`src/rtl/mips_pkg.sv`:
```
// Shared MIPS core definitions: opcodes, the decoded control bundle and helpers.
package mips_pkg;

  localparam int CTRL_W = 10;

  localparam logic [5:0] R_FORMAT = 6'd0;
  localparam logic [5:0] J        = 6'd2;
  localparam logic [5:0] BEQ      = 6'd4;
  localparam logic [5:0] ADDI     = 6'd8;
  localparam logic [5:0] ORI      = 6'd13;
  localparam logic [5:0] LW       = 6'd35;
  localparam logic [5:0] SW       = 6'd43;

  typedef struct packed {
    logic       reg_dst;
    logic       jump;
    logic       branch;
    logic       mem_read;
    logic       memto_reg;
    logic [1:0] alu_op;
    logic       mem_write;
    logic       alu_src;
    logic       reg_write;
  } ctrl_t;

  localparam ctrl_t CTRL_BUBBLE = '0;

  // Only these formats actually read rt as a source operand.
  function automatic logic uses_rt(input logic [5:0] op);
    return (op == R_FORMAT) || (op == BEQ) || (op == SW);
  endfunction

  // Decoder don't-cares (X/Z) must reach EX as a clean 0.
  function automatic ctrl_t sanitize_ctrl(input logic [CTRL_W-1:0] c);
    logic [CTRL_W-1:0] r;
    for (int i = 0; i < CTRL_W; i++) begin
      r[i] = (c[i] === 1'b1);
    end
    return ctrl_t'(r);
  endfunction

endpackage

```
`src/rtl/id_ex_stage_hazard_detect.sv`:
```
// Combinational load-use hazard detector; a flush always wins over a stall.
module hazard_detect
  import mips_pkg::*;
#(
  parameter int RW = 5
) (
  input  logic          ex_mem_read_i,
  input  logic [RW-1:0] ex_rt_i,
  input  logic [RW-1:0] id_rs_i,
  input  logic [RW-1:0] id_rt_i,
  input  logic [5:0]    id_op_i,
  input  logic          flush_i,
  output logic          stall_o
);

  logic rs_match;
  logic rt_match;

  assign rs_match = (ex_rt_i == id_rs_i);
  assign rt_match = uses_rt(id_op_i) && (ex_rt_i == id_rt_i);

  // $zero is never a real producer, so a load into it cannot create a hazard.
  assign stall_o = !flush_i && ex_mem_read_i && (ex_rt_i != '0) && (rs_match || rt_match);

endmodule

```
`src/rtl/id_ex_stage.sv`:
```
// ID/EX pipeline register with load-use bubble insertion and flush squashing.
// Optional ID_EX_PERF_CNT_EN adds a bubble_cnt performance counter output.
module id_ex_stage
  import mips_pkg::*;
#(
  parameter int DW = 32,
  parameter int RW = 5
) (
  input  logic              clk,
  input  logic              rst_n,
  input  logic [CTRL_W-1:0] id_ctrl,
  input  logic [5:0]        id_op,
  input  logic [DW-1:0]     id_pc4,
  input  logic [DW-1:0]     id_rs_data,
  input  logic [DW-1:0]     id_rt_data,
  input  logic [DW-1:0]     id_imm,
  input  logic [RW-1:0]     id_rs,
  input  logic [RW-1:0]     id_rt,
  input  logic [RW-1:0]     id_rd,
  input  logic              flush,
  output logic [CTRL_W-1:0] ex_ctrl,
  output logic [DW-1:0]     ex_pc4,
  output logic [DW-1:0]     ex_rs_data,
  output logic [DW-1:0]     ex_rt_data,
  output logic [DW-1:0]     ex_imm,
  output logic [RW-1:0]     ex_rs,
  output logic [RW-1:0]     ex_rt,
  output logic [RW-1:0]     ex_rd,
  output logic              stall
`ifdef ID_EX_PERF_CNT_EN
  , output logic [31:0]     bubble_cnt
`endif
);

  ctrl_t         ex_ctrl_q,    ex_ctrl_d;
  logic [DW-1:0] ex_pc4_q,     ex_pc4_d;
  logic [DW-1:0] ex_rs_data_q, ex_rs_data_d;
  logic [DW-1:0] ex_rt_data_q, ex_rt_data_d;
  logic [DW-1:0] ex_imm_q,     ex_imm_d;
  logic [RW-1:0] ex_rs_q,      ex_rs_d;
  logic [RW-1:0] ex_rt_q,      ex_rt_d;
  logic [RW-1:0] ex_rd_q,      ex_rd_d;
  logic          stall_w;
  logic          bubble;

  hazard_detect #(
    .RW (RW)
  ) u_hazard (
    .ex_mem_read_i (ex_ctrl_q.mem_read),
    .ex_rt_i       (ex_rt_q),
    .id_rs_i       (id_rs),
    .id_rt_i       (id_rt),
    .id_op_i       (id_op),
    .flush_i       (flush),
    .stall_o       (stall_w)
  );

  assign bubble = flush || stall_w;

  always_comb begin
    ex_ctrl_d    = sanitize_ctrl(id_ctrl);
    ex_pc4_d     = id_pc4;
    ex_rs_data_d = id_rs_data;
    ex_rt_data_d = id_rt_data;
    ex_imm_d     = id_imm;
    ex_rs_d      = id_rs;
    ex_rt_d      = id_rt;
    ex_rd_d      = id_rd;
    if (bubble) begin
      ex_ctrl_d    = CTRL_BUBBLE;
      ex_pc4_d     = '0;
      ex_rs_data_d = '0;
      ex_rt_data_d = '0;
      ex_imm_d     = '0;
      ex_rs_d      = '0;
      ex_rt_d      = '0;
      ex_rd_d      = '0;
    end
  end

  always_ff @(posedge clk or negedge rst_n) begin
    if (!rst_n) begin
      ex_ctrl_q    <= CTRL_BUBBLE;
      ex_pc4_q     <= '0;
      ex_rs_data_q <= '0;
      ex_rt_data_q <= '0;
      ex_imm_q     <= '0;
      ex_rs_q      <= '0;
      ex_rt_q      <= '0;
      ex_rd_q      <= '0;
    end else begin
      ex_ctrl_q    <= ex_ctrl_d;
      ex_pc4_q     <= ex_pc4_d;
      ex_rs_data_q <= ex_rs_data_d;
      ex_rt_data_q <= ex_rt_data_d;
      ex_imm_q     <= ex_imm_d;
      ex_rs_q      <= ex_rs_d;
      ex_rt_q      <= ex_rt_d;
      ex_rd_q      <= ex_rd_d;
    end
  end

`ifdef ID_EX_PERF_CNT_EN
  // Only hazard bubbles count; flush bubbles are a branch cost, not a load-use cost.
  logic [31:0] bubble_cnt_q, bubble_cnt_d;

  always_comb begin
    bubble_cnt_d = bubble_cnt_q;
    if (stall_w && !flush) begin
      bubble_cnt_d = bubble_cnt_q + 32'd1;
    end
  end

  always_ff @(posedge clk or negedge rst_n) begin
    if (!rst_n) begin
      bubble_cnt_q <= '0;
    end else begin
      bubble_cnt_q <= bubble_cnt_d;
    end
  end

  assign bubble_cnt = bubble_cnt_q;
`endif

  assign ex_ctrl    = ex_ctrl_q;
  assign ex_pc4     = ex_pc4_q;
  assign ex_rs_data = ex_rs_data_q;
  assign ex_rt_data = ex_rt_data_q;
  assign ex_imm     = ex_imm_q;
  assign ex_rs      = ex_rs_q;
  assign ex_rt      = ex_rt_q;
  assign ex_rd      = ex_rd_q;
  assign stall      = stall_w;

endmodule
```
`config.mk`:
```
export PLATFORM = sky130hd
export DESIGN_NAME = id_ex_stage
export DESIGN_NICKNAME = d
export VERILOG_FILES = /design/src/rtl/mips_pkg.sv /design/src/rtl/id_ex_stage_hazard_detect.sv /design/src/rtl/id_ex_stage.sv
export SDC_FILE = /design/constraint.sdc
export NUM_CORES = 1
export LEC_CHECK = 0
export CAP_MARGIN = 20
export CORE_MARGIN = 2
export CORE_UTILIZATION = 30
export DETAILED_ROUTE_END_ITERATION = 10
export PLACE_DENSITY_LB_ADDON = 0.08
export REMOVE_ABC_BUFFERS = 1
export SYNTH_ARGS = -nofsm -noshare
export SYNTH_HDL_FRONTEND = slang
export SYNTH_HIERARCHICAL = 1
export SYNTH_SLANG_ARGS = --single-unit
```
`constraint.sdc`:
```
create_clock -name clk -period 1.9 [get_ports clk]
set_clock_uncertainty 0.2 [all_clocks]
set_input_delay 0.19 -clock clk [delete_from_list [all_inputs] [get_ports clk]]
set_output_delay 0.19 -clock clk [all_outputs]
set_load 0.02 [all_outputs]
```
# Word-level counts from Yosys, hierarchy flattened
# Index checks and enable logic that the tools add are counted.
[totals] output_inout_bits=154 n_memories=0 wordCells=49 romBits=0 latchBits=0 register_bits=153 mem_bits_rw=0
[op_classes] div=0 n_mux=8 magnitude_cmp=0 add_sub_neg=0 multipliers=0 n_reduce_logical=11 bitwise=0 n_shift=0 eq_ne=14
[op_table] cell="$mux 32" count=4
[op_table] cell="$mux 5" count=3
[op_table] cell="$eq 5x5->1" count=2
[op_table] cell="$eqx 1x1->1 const B" count=10
[op_table] cell="$mux 10" count=1
[op_table] cell="$eq 6x3->1 const B" count=1
[op_table] cell="$eq 6x6->1 const B" count=1
[op_table] cell="$logic_not 6->1" count=1
[op_table] cell="$reduce_bool 5->1" count=1
[op_table] cell="$logic_and 1x1->1" count=4
[op_table] cell="$logic_or 1x1->1" count=4
[op_table] cell="$logic_not 1->1" count=1

# Depth between registers and ports, before layout
[depth] depth_word=8 depth_mapped=8 depth_no_buf=5

# Modules after synthesis
# The synthesis kept the hierarchy.
[modules_own_cells] module="id_ex_stage" seq_area_each_um2=3828.7 area_each_um2=5604.1 n_inst=1 cells_each=340
[modules_own_cells] module="hazard_detect" seq_area_each_um2=0.0 area_each_um2=170.2 n_inst=1 cells_each=22

# Least setup slack after synthesis
# Ideal clock, no wire load.
[synth_path] kind="reg2reg" startpoint="register ex_rt_q[0], in the netlist ex_rt[0]" endpoint="register ex_imm_q[10], in the netlist ex_imm[10]" t_arrival_ps=2002 required_ps=1580 period_less_slack_ps=2323 stages_incl_launch_ff=9 path_slack_ps=-423 path_cell_list="dfrtp_1 > xor2_1 > nor4_4 > nand3_1 > a21oi_1 > buf_6 > buf_6 > buf_6 > nor3b_2"
[synth_via] elab_chain_len=6 elab_cells_between_ends=9
[synth_lines] item="start: declaration" line="id_ex_stage.sv:41" rtl="logic [RW-1:0] ex_rt_q, ex_rt_d;"
[synth_lines] item="start signal: assignment" line="id_ex_stage.sv:98" rtl="ex_rt_q <= ex_rt_d;"
[synth_lines] item="$eq 5x5->1" line="id_ex_stage_hazard_detect.sv:20" rtl="assign rt_match = uses_rt(id_op_i) && (ex_rt_i == id_rt_i);"
[synth_lines] item="$logic_and 1x1->1" line="id_ex_stage_hazard_detect.sv:20"
[synth_lines] item="$logic_or 1x1->1" line="id_ex_stage_hazard_detect.sv:23" rtl="assign stall_o = !flush_i && ex_mem_read_i && (ex_rt_i != '0) && (rs_match || rt_match);"
[synth_lines] item="$logic_and 1x1->1 (*)" line="id_ex_stage_hazard_detect.sv:23"
[synth_lines] item="via stall" line="id_ex_stage.sv:29" rtl="output logic stall"
[synth_lines] item="$logic_or 1x1->1 (*)" line="id_ex_stage.sv:58" rtl="assign bubble = flush || stall_w;"
[synth_lines] item="$mux 32 (*)" line="id_ex_stage.sv:69" rtl="if (bubble) begin"
[synth_lines] item="via ex_imm_d[10]" line="id_ex_stage.sv:39" rtl="logic [DW-1:0] ex_imm_q, ex_imm_d;"
[synth_lines] item="end signal: assignment" line="id_ex_stage.sv:96" rtl="ex_imm_q <= ex_imm_d;"
[synth_lines] item="end: declaration" line="id_ex_stage.sv:39"
# The timed path passes the listed nets; every way through them passes the cells marked *.

# Final worst setup path
[layout_path] startpoint="register ex_rt_q[3], in the netlist ex_rt[3]" endpoint="output port stall"
[layout_via] elab_chain_len=4 elab_cells_between_ends=7
[layout_lines] item="$eq 5x5->1" line="id_ex_stage_hazard_detect.sv:20"
[layout_lines] item="$logic_and 1x1->1" line="id_ex_stage_hazard_detect.sv:20"
[layout_lines] item="$logic_or 1x1->1" line="id_ex_stage_hazard_detect.sv:23"
[layout_lines] item="$logic_and 1x1->1 (*)" line="id_ex_stage_hazard_detect.sv:23"
[layout_lines] item="end: declaration" line="id_ex_stage.sv:29"
# Mark *: on every way between the ends. The rest lies on a longest branch, timed or not.

==> flow_summary_export.csv <==
group,metric,value,unit
outcome,status,"finished with violations",
outcome,violations,"negative setup slack",
min_path,hp-start,"id_imm[22]",
run,drv_cap,0,
setup_path,ff2ff_setup_slack,-0.36,ns
floorplan,start_util,0.308,
logic_synthesis,async_flop_share,1.00,
grt,grt_pass1_wl,27200,µm
floorplan,coreArea,0.0188,mm²
logic_synthesis,synth_top_area_frac,0.663,
placed_design,dp_slack,-0.514,ns
logic_synthesis,synthFlopType,"dfrtp_1",
layout,n_fill_cell,1495,
sta,tightest_slew,0.853,ns
floorplan,io_pins,316,
placed_design,routabilityCongestion,0.761,
sta,max_freq,432,MHz
grt,overflow,0,
floorplan,die_y,143,µm
grt,grt_usage,0.179,
logic_synthesis,synth_edf_count,0,
logic_synthesis,postSynthAreaPerCell,16.0,µm²
placed_design,dp_cells,902,
logic_synthesis,synth_top_cell_by_area,"dfrtp_1",
setup_path,crit_arrival,1.93,ns
floorplan,num_rows,50,
clock_network,clkTransAtPathRegs,0.06,ns
layout,nets,875,
min_path,hold_end,"ex_imm[22]",
logic_synthesis,yosysWarningCount,6,
grt,grt_pass1_vias,4761,
logic_synthesis,ys_ff_latch,153,
power,cellLeakagePower,4.59,nW
placed_design,hpwl,12000,µm
logic_synthesis,netlist_top_cells_count,"dfrtp_1 (153), nor3b_1 (83), nor3b_2 (70)",
clock_network,cts_sinks,153,
layout,regArea,0.00383,mm²
logic_synthesis,yosysMostFrequentCell,"dfrtp_1",
sta,whs,0.131,ns
sta,slew_viol_final,0,
sta,relSlewSlack,0.431,
logic_synthesis,yosysSeqAreaShare,0.663,
clock_network,root_buffer,"clkbuf_16",
sta,min_period,2.32,ns
floorplan,die_w,143,µm
setup_path,critical_path_class,"register to output port",
setup_path,cp_data_required_time,1.51,ns
route,wl,18500,µm
clock_network,numCtsBuffers,17,
sta,period_share,1.22,
setup_path,startpoint_type,"register",
route,drt_iter0_drc,139,
logic_synthesis,ys_types,16,
power,p_per_area,737,mW/mm²
layout,syn_to_final_growth,91.4,%
route,firstDrtPassIters,4,
route,drc,0,
layout,layout-drive-gt1-share,0.336,
route,vias_per_cell,4.47,
clock_network,cts_tree,"done",
setup_path,cp-end-kind,"output port",
setup_path,r2r_start,"ex_rt[3]",
setup_path,crit_fanout,3,
sta,fin_ws,-0.416,ns
placed_design,numPortBuffers,315,
route,avgRoutedWirePerCell,19.3,µm
logic_synthesis,synth_cells,362,
setup_path,rr_worst_depth,8,
clock_network,cts_max_level,4,
power,vdd_drop_max,0.000592,V
layout,final-instance-count-excl-fill,959,
route,num_vias,4283,
sta,rsz0062_at_grt,"true",
min_path,hp-class,"primary input to register",
clock_network,cts_buffer_depth,2,
min_path,min_path_cells,2,
sta,finalHoldViolations,0,
sta,setup_viol,154,
layout,multi_input_area,0.00231,mm²
logic_synthesis,synthTopCellsByArea,"dfrtp_1 (66%), nor3b_2 (15%), nor3b_1 (11%)",
logic_synthesis,synth_area,0.00577,mm²
route,ant_nets,0,
clock_network,clock_latency,0.42,ns
grt,antenna_found_initial,1,
grt,grt_max_degree,107,
floorplan,die_area,0.0204,mm²
setup_path,r2r-end,"ex_pc4[7]",
## metrics by stage
step	total power [mW]	area, µm²	util	TNS, ns
detailed placement	4.82	9290	0.495	-68.74
floorplan	3.94	5500	-	-1184.96
CTS	8.19	10700	0.571	-46.49
global route	8.49	11100	0.589	-57.20
global placement	4.81	9290	0.495	-70.90
finish	8.15	11100	0.589	-48.76
## critical path, cell delays in order (launching register included)
cell and delay [ns]:
dfrtp_1 0.42, or4_4 0.57, o21ai_4 0.19, a21oi_4 0.06
buf_12 0.13, buf_12 0.13
## cell families (layout without fill, tap and decap cells)
| family | count (synthesis) | count (layout) | share of synthesized area |
|---|---|---|---|
| AND/OR/NAND/NOR | 162 | 162 | 0.271 |
| flip-flops | 153 | 153 | 0.663 |
| buffers and inverters | 34 | 396 | 0.0479 |
| XOR/XNOR | 10 | 10 | 0.0152 |
| AO/OA/AOI/OAI | 3 | 3 | 0.00260 |
| other | 0 | 1 | 0 |
## sequential cells by signal, indices dropped and copies added (netlist names)
register and flops:
ex_rt_data 32, ex_rs_data 32, ex_rs 5, ex_rd 5
ex_imm 32, ex_pc4 32, ex_rt 5, ex_ctrl 10
## power breakdown
part	total, mW	switching (mW)	internal [mW]
clock	3.26	1.35	1.91
sequential	3.48	0.0508	3.43
combinational	1.41	0.595	0.814
total	8.15	2.00	6.15
## worst max path at each step
stage / startpoint / endpoint / cells after the start / slack, ns
3_3_place_gp: id_op[0] / ex_rs_data[17] / 8 / -0.51
6_report: ex_rt[3] / stall / 5 / -0.42
3_5_place_dp: id_op[0] / ex_rs_data[27] / 8 / -0.51
2_1_floorplan: ex_rt[0] / ex_ctrl[0] / 5 / -7.75
5_1_grt: ex_rt[3] / stall / 6 / -0.48
4_1_cts: ex_rt[1] / stall / 6 / -0.41
## routing by layer
| layer | wire (µm) | vias to the layer above | track usage |
|---|---|---|---|
| li1 | - | 1946 | - |
| met3 | 1830 | 23 | 0.0801 |
| met2 | 9380 | 193 | 0.294 |
| met5 | 0 | - | 0 |
| met4 | 325 | 0 | 0.0730 |
| met1 | 7020 | 2121 | 0.203 |
## layout by cell type, fill, tap and decap left out, drive strengths merged
master,n
a21oi,1
buf,46
bufinv,2
clkbuf,24
clkdlybuf4s50,307
clkinv,6
clkinvlp,3
dfrtp,153
diode,1
dlygate4sd2,5
dlygate4sd3,2
inv,1
nand3,2
nand4,1
nor2,1
nor2b,1
nor3,1
nor3b,153
nor4,1
o21ai,2
or4,2
xnor2,2
xor2,8
## layout make-up
cell class	instances	area share
multi-input cells	175	0.209
diodes	1	0.000226
repair buffers	366	0.368
flip-flops and latches	153	0.346
clock inverters	12	0.0117
clock buffers	18	0.0388
well taps	234	0.0265
## what timing repair did
| action | in CTS | in global routing |
|---|---|---|
| endpoints found under the hold margin | 153 | 1 |
| gates resized for setup | 119 | 49 |
| hold buffers | 2 | 1 |
| pin swaps | 66 | 98 |
| gates cloned | 9 | 6 |
| endpoints found under the setup margin | 157 | 175 |
| buffers inserted | 11 | 6 |
Power figures use the tool's default switching activity.
